File: config.mk
export PLATFORM = sky130hd
export DESIGN_NAME = us_replicate_3x3
export DESIGN_NICKNAME = d
export VERILOG_FILES = /design/src/rtl/us_replicate_3x3.sv
export SDC_FILE = /design/constraint.sdc
export NUM_CORES = 1
export LEC_CHECK = 0
export CAP_MARGIN = 20
export CELL_PAD_IN_SITES_DETAIL_PLACEMENT = 0
export CELL_PAD_IN_SITES_GLOBAL_PLACEMENT = 1
export CORE_ASPECT_RATIO = 1.4
export CORE_MARGIN = 2
export CORE_UTILIZATION = 49
export CTS_BUF_LIST = sky130_fd_sc_hd__clkbuf_4 sky130_fd_sc_hd__clkbuf_8 sky130_fd_sc_hd__clkbuf_16
export CTS_CLUSTER_DIAMETER = 200
export DETAILED_ROUTE_END_ITERATION = 12
export PLACE_DENSITY = 0.71
export SYNTH_ARGS = -nofsm -noshare
export SYNTH_HDL_FRONTEND = slang
export SYNTH_SLANG_ARGS = --single-unit
File: constraint.sdc
create_clock -name clk -period 3.5 [get_ports clk]
set_clock_uncertainty 0.2 [all_clocks]
set_input_delay 0.7 -clock clk [delete_from_list [all_inputs] [get_ports clk]]
set_output_delay 0.7 -clock clk [all_outputs]
set_load 0.1 [all_outputs]
File: src/rtl/us_replicate_3x3.sv
// us_replicate_3x3: 3x nearest-neighbour video upscaler.
// Input lines are written into two ping-pong line banks. A reader FSM replays
// each full bank as three identical output lines, each input pixel held for
// three output pixels, with HBLANK blank cycles after every output line.

module us_replicate_3x3 #(
    parameter int WIDTH   = 10,
    parameter int HACT_IN = 10,
    parameter int VACT_IN = 10,
    parameter int HBLANK  = 4
) (
    input  logic             clk,
    input  logic             rstn,
    input  logic             i_vsync,
    input  logic             i_valid,
    output logic             o_ready,
    input  logic [WIDTH-1:0] i_r_data,
    input  logic [WIDTH-1:0] i_g_data,
    input  logic [WIDTH-1:0] i_b_data,
    output logic             o_vsync,
    output logic             o_hsync,
    output logic             o_de,
    output logic [WIDTH-1:0] o_r_data,
    output logic [WIDTH-1:0] o_g_data,
    output logic [WIDTH-1:0] o_b_data
);

    localparam int XW = (HACT_IN > 1) ? $clog2(HACT_IN) : 1;
    localparam int YW = $clog2(VACT_IN + 1);
    localparam int BW = $clog2(HBLANK);
    localparam int PW = 3 * WIDTH;

    typedef enum logic [1:0] {
        RD_IDLE   = 2'd0,
        RD_ACTIVE = 2'd1,
        RD_BLANK  = 2'd2
    } rd_state_t;

    // Two line banks, one packed {r,g,b} word per input pixel.
    logic [PW-1:0] line_mem [0:1][0:HACT_IN-1];

    // Frame / writer state
    logic          vsync_prev_q, vsync_prev_d;
    logic          armed_q, armed_d;
    logic          wr_bank_q, wr_bank_d;
    logic [XW-1:0] wr_x_q, wr_x_d;
    logic [YW-1:0] wr_y_q, wr_y_d;
    logic [1:0]    full_q, full_d;
    logic          ready_q, ready_d;

    // Reader state
    rd_state_t     state_q, state_d;
    logic          rd_bank_q, rd_bank_d;
    logic [XW-1:0] rd_x_q, rd_x_d;
    logic [1:0]    rep_q, rep_d;
    logic [1:0]    row_rep_q, row_rep_d;
    logic [BW-1:0] blank_cnt_q, blank_cnt_d;
    logic          frame_start_q, frame_start_d;

    // Registered outputs
    logic          de_q, de_d;
    logic          vs_q, vs_d;
    logic          hs_q, hs_d;
    logic [PW-1:0] pix_q, pix_d;

    logic          vsync_rise;
    logic          accept;
    logic [1:0]    full_set;
    logic [1:0]    full_clr;

    assign vsync_rise = i_vsync & ~vsync_prev_q;

    // The only unregistered term on o_ready: a pixel offered in the same cycle
    // as a frame-start edge must be refused, so the edge masks the registered
    // ready combinationally.
    assign o_ready = ready_q & ~vsync_rise;
    assign accept  = i_valid & o_ready;

    assign o_de     = de_q;
    assign o_vsync  = vs_q;
    assign o_hsync  = hs_q;
    assign o_r_data = pix_q[3*WIDTH-1:2*WIDTH];
    assign o_g_data = pix_q[2*WIDTH-1:WIDTH];
    assign o_b_data = pix_q[WIDTH-1:0];

    // Line-buffer write port; contents are intentionally never reset.
    always_ff @(posedge clk) begin
        if (accept) begin
            line_mem[wr_bank_q][wr_x_q] <= {i_r_data, i_g_data, i_b_data};
        end
    end

    // Writer: arm on frame start, fill the write bank, hand it over when full.
    always_comb begin
        vsync_prev_d = i_vsync;
        armed_d      = armed_q;
        wr_bank_d    = wr_bank_q;
        wr_x_d       = wr_x_q;
        wr_y_d       = wr_y_q;
        full_set     = 2'b00;
        if (vsync_rise) begin
            armed_d   = 1'b1;
            wr_bank_d = 1'b0;
            wr_x_d    = '0;
            wr_y_d    = '0;
        end else if (accept) begin
            if (wr_x_q == XW'(HACT_IN - 1)) begin
                wr_x_d              = '0;
                wr_bank_d           = ~wr_bank_q;
                wr_y_d              = wr_y_q + YW'(1);
                full_set[wr_bank_q] = 1'b1;
            end else begin
                wr_x_d = wr_x_q + XW'(1);
            end
        end
    end

    // Bank full flags and the registered ready, both from next-state values.
    always_comb begin
        if (vsync_rise) begin
            full_d = 2'b00;
        end else begin
            full_d = (full_q | full_set) & ~full_clr;
        end
        ready_d = armed_d && (wr_y_d < YW'(VACT_IN)) && !full_d[wr_bank_d];
    end

    // Reader FSM: next state, counters and the output pipeline stage.
    always_comb begin
        state_d       = state_q;
        rd_bank_d     = rd_bank_q;
        rd_x_d        = rd_x_q;
        rep_d         = rep_q;
        row_rep_d     = row_rep_q;
        blank_cnt_d   = blank_cnt_q;
        frame_start_d = frame_start_q;
        full_clr      = 2'b00;
        de_d          = 1'b0;
        vs_d          = 1'b0;
        hs_d          = 1'b0;
        pix_d         = '0;

        case (state_q)
            RD_IDLE: begin
                if (full_q[rd_bank_q]) begin
                    state_d   = RD_ACTIVE;
                    rd_x_d    = '0;
                    rep_d     = 2'd0;
                    row_rep_d = 2'd0;
                end
            end
            RD_ACTIVE: begin
                de_d          = 1'b1;
                vs_d          = frame_start_q;
                frame_start_d = 1'b0;
                pix_d         = line_mem[rd_bank_q][rd_x_q];
                if (rep_q == 2'd2) begin
                    rep_d = 2'd0;
                    if (rd_x_q == XW'(HACT_IN - 1)) begin
                        rd_x_d      = '0;
                        blank_cnt_d = '0;
                        state_d     = RD_BLANK;
                    end else begin
                        rd_x_d = rd_x_q + XW'(1);
                    end
                end else begin
                    rep_d = rep_q + 2'd1;
                end
            end
            RD_BLANK: begin
                hs_d = (blank_cnt_q == '0);
                if (blank_cnt_q == BW'(HBLANK - 1)) begin
                    blank_cnt_d = '0;
                    if (row_rep_q != 2'd2) begin
                        row_rep_d = row_rep_q + 2'd1;
                        rd_x_d    = '0;
                        rep_d     = 2'd0;
                        state_d   = RD_ACTIVE;
                    end else begin
                        row_rep_d           = 2'd0;
                        full_clr[rd_bank_q] = 1'b1;
                        rd_bank_d           = ~rd_bank_q;
                        state_d             = RD_IDLE;
                    end
                end else begin
                    blank_cnt_d = blank_cnt_q + BW'(1);
                end
            end
            default: begin
                state_d = RD_IDLE;
            end
        endcase

        // A frame-start edge abandons whatever the reader was doing.
        if (vsync_rise) begin
            state_d       = RD_IDLE;
            rd_bank_d     = 1'b0;
            rd_x_d        = '0;
            rep_d         = 2'd0;
            row_rep_d     = 2'd0;
            blank_cnt_d   = '0;
            frame_start_d = 1'b1;
            full_clr      = 2'b00;
            de_d          = 1'b0;
            vs_d          = 1'b0;
            hs_d          = 1'b0;
            pix_d         = '0;
        end
    end

    // State and output registers with asynchronous active-low reset.
    always_ff @(posedge clk or negedge rstn) begin
        if (!rstn) begin
            vsync_prev_q  <= 1'b0;
            armed_q       <= 1'b0;
            wr_bank_q     <= 1'b0;
            wr_x_q        <= '0;
            wr_y_q        <= '0;
            full_q        <= 2'b00;
            ready_q       <= 1'b0;
            state_q       <= RD_IDLE;
            rd_bank_q     <= 1'b0;
            rd_x_q        <= '0;
            rep_q         <= 2'd0;
            row_rep_q     <= 2'd0;
            blank_cnt_q   <= '0;
            frame_start_q <= 1'b0;
            de_q          <= 1'b0;
            vs_q          <= 1'b0;
            hs_q          <= 1'b0;
            pix_q         <= '0;
        end else begin
            vsync_prev_q  <= vsync_prev_d;
            armed_q       <= armed_d;
            wr_bank_q     <= wr_bank_d;
            wr_x_q        <= wr_x_d;
            wr_y_q        <= wr_y_d;
            full_q        <= full_d;
            ready_q       <= ready_d;
            state_q       <= state_d;
            rd_bank_q     <= rd_bank_d;
            rd_x_q        <= rd_x_d;
            rep_q         <= rep_d;
            row_rep_q     <= row_rep_d;
            blank_cnt_q   <= blank_cnt_d;
            frame_start_q <= frame_start_d;
            de_q          <= de_d;
            vs_q          <= vs_d;
            hs_q          <= hs_d;
            pix_q         <= pix_d;
        end
    end

endmodule
==> reports/metrics.yaml <==
period_needed_ps: 2870
grt_pass1_vias: 12500
gp_congestion: 0.805
switching_share_pct: 25.4
pwr-share-comb_pct: 12.1
cts_setup_buffers: 0
yosysTopAreaCellShare_pct: 71.6
worstMarginPinSlew_ps: 936
rsz0062_at_grt: "no"
antenna_found_initial: 1
clock_latency_ps: 600
hold_buffers: 1
cpMaxStageDelayCell: "clkdlybuf4s50_1"
max-clock-path-buffers: 3
synthXorXnorAreaFrac_pct: 0.209
post_synth_and_or_nand_nor_area_fraction_pct: 2.49
required_ps: 2600
io_pins: 68
ys_ff_latch: 661
synthTopCellsByCount: "600 x edfxtp_1, 150 x mux4_2, 61 x dfrtp_1"
coreArea_um2: 50900
setup.worst_path.class: "in2out"
die-area_um2: 53200
h-tree-depth: 2
worstPathArrival_ps: 1970
endpoint_kind: "output pin"
relSlewSlack_pct: 37.4
synth.distinct_cells: 51
run_status: "finished, final reports clean"
drive_gt1_share_pct: 28.8
power.switching_w: 0.00447
synth_mux_area_share_pct: 14.9
fin_util_pct: 57.4
dr.pass1.iters: 4
clockPowerShare_pct: 36.1
vdd_ir_drop_max_v: 0.000453
hpwlAfterDp_um: 36100
grt_util_met3_pct: 2.71
clock-sinks: 661
synth_compound_area_share_pct: 2.79
tns_ps: 0
clkTransAtPathRegs_ps: 60
synth_top_family_by_area: "multiplexers"
grt_pass1_wl_um: 84400
hold_viol: 0
top_usage_layer: "met2"
antennaDiodeCount: 0
num_rows: 98
ys_seq_area_share_pct: 77.6
numCtsBuffers: 58
layout.nets: 1342
ant_nets: 0
clk_root_buffer_cell: "clkbuf_16"
powerDensity_nw_per_um2: 603
synthToLayoutAreaGrowth_pct: 16.0
grt_use_met2_pct: 39.8
start_util_pct: 49.5
finalSetupViolCount: 0
synth_warnings: 0
die_w_um: 196
fmax_mhz: 349
cts_tree: "built"
numPortBuffers: 67
dp_slack_ps: 515
drt_iter0_markers: 904
via_per_inst: 5.95
p_leak_nw: 9.54
synth-adder-area-share_pct: 0.596
syn-instance-count: 1157
timing.final.ws_setup_ps: 634
intPower_w: 0.0132
hold_class: "reg2reg"
synth_nets: 1203
max_cap_viol_count: 0
routed_wl_um: 56600
yosysMostFrequentCell: "edfxtp_1"
num_vias: 11900
drc_errors: 0
worstPathMaxFanout: 20
postPlaceCellArea_um2: 27300
synth_area_leaders: "edfxtp_1 72%, mux4_2 13%, dfrtp_1 6.1%"
die_y_um: 272
synth_ff_type: "edfxtp_1"
seq_power_share_pct: 51.8
cts_resized: 0
fin_crit_sh_pct: 81.9
timing.critical_path.from_type: "primary input"
finalInstanceArea_um2: 29200
finalMaxSlewViolations: 0
synth_largest_area_cell: "edfxtp_1"
overflow: 0
syn_area_per_cell_um2: 21.8
crit_chain: "clkdlybuf4s50_1, nand2b_1, buf_4, and2_1, buf_12"
groute.usage.overall_pct: 21.9
drt-wirelength-per-cell_um: 28.4
met1_usage_pct: 27.6
async_reset_ff_share_pct: 9.23
synth_edf_count: 600
grt_max_degree: 45
cpPeakStageDelay_ps: 440
synth.cell_area_um2: 25200
[area by class of cell]
| class | instances | area [um2] |
|---|---|---|
| tap | 650 | 813 |
| timing repair buffer | 136 | 1430 |
| multi-input combinational | 428 | 5450 |
| sequential | 661 | 19600 |
| clock buffer | 83 | 1660 |
| clock inverter | 25 | 244 |
| inverter | 11 | 41.3 |
| fill | 3673 | 21700 |
[kinds of logic (layout without fill, tap and decap cells)]
| logic type | after synthesis | after routing |
|---|---|---|
| AOI/OAI and AO/OA | 94 | 94 |
| xor gates and xnor gates | 6 | 6 |
| adders and majority gates | 12 | 12 |
| buffers and inverters | 68 | 255 |
| DFF | 661 | 661 |
| muxes | 188 | 188 |
| and+or+nand+nor | 128 | 128 |
[routing by layer]
metal	routed length (um)	vias to the layer above
met5	14	-
met4	1660	2
met3	2280	83
met2	31100	290
met1	21600	6420
li1	-	5075
[flip-flops by register name, summed over array words and instances, names as in the netlist, 2 cells and up]
register     count
state_q          2
line_mem       600
rep_q            2
full_q           2
row_rep_q        2
blank_cnt_q      2
rd_x_q           4
wr_y_q           4
wr_x_q           4
pix_q           30
[critical path, delay by kind of cell]
| kind | cells | cell delay (ps) |
|---|---|---|
| buf+inv | 3 | 890 |
| simple gates | 2 | 370 |
[worst paths after layout]
check,startpoint,endpoint,slack (ps),cells after the start
min in group asynchronous,rstn,pix_q[6]$_DFF_PN0_,440,2
worst min-delay path,armed_q$_DFF_PN0_,armed_q$_DFF_PN0_,280,1
worst min register to register,armed_q$_DFF_PN0_,armed_q$_DFF_PN0_,280,1
worst max-delay path,i_vsync,o_ready,630,5
max in group asynchronous,rstn,pix_q[26]$_DFF_PN0_,2000,3
worst max register to register,state_q[1]$_DFFE_PN0P_,pix_q[12]$_DFF_PN0_,770,7
[through the flow]
| step | hold WS (ps) | power, W | std cells |
|---|---|---|---|
| 6_report | 283 | 0.0176 | 1994 |
| 5_1_grt | 309 | 0.0182 | 1994 |
| 4_1_cts | 277 | 0.0178 | 1994 |
| 3_5_place_dp | 265 | 0.0115 | 1885 |
| 3_3_place_gp | 261 | 0.0114 | 1885 |
| 2_1_floorplan | 204 | 0.0106 | 1157 |
[cell usage in the layout, fill, tap and decap left out, types with 16 or more instances in the layout]
cell | Yosys | routed
buf_4 | 1 | 77
mux2i_1 | 35 | 35
nor2_1 | 35 | 19
nand2_1 | 39 | 38
o211ai_1 | 31 | 31
mux4_2 | 150 | 150
nor2_4 | 0 | 16
buf_12 | 0 | 26
clkbuf_16 | 0 | 58
clkdlybuf4s50_1 | 0 | 32
dfrtp_1 | 61 | 59
edfxtp_1 | 600 | 600
clkbuf_4 | 0 | 21
a22oi_1 | 31 | 31
[power by group through the flow]
stage | registers (W) | logic [W] | clock network, W
global route | 0.00915 | 0.00225 | 0.00677
detailed placement | 0.00930 | 0.00216 | 0
floorplan | 0.00991 | 0.000694 | 0
finish | 0.00913 | 0.00214 | 0.00635
global placement | 0.00929 | 0.00215 | 0
CTS | 0.00914 | 0.00217 | 0.00648
Power figures use the tool's default switching activity.
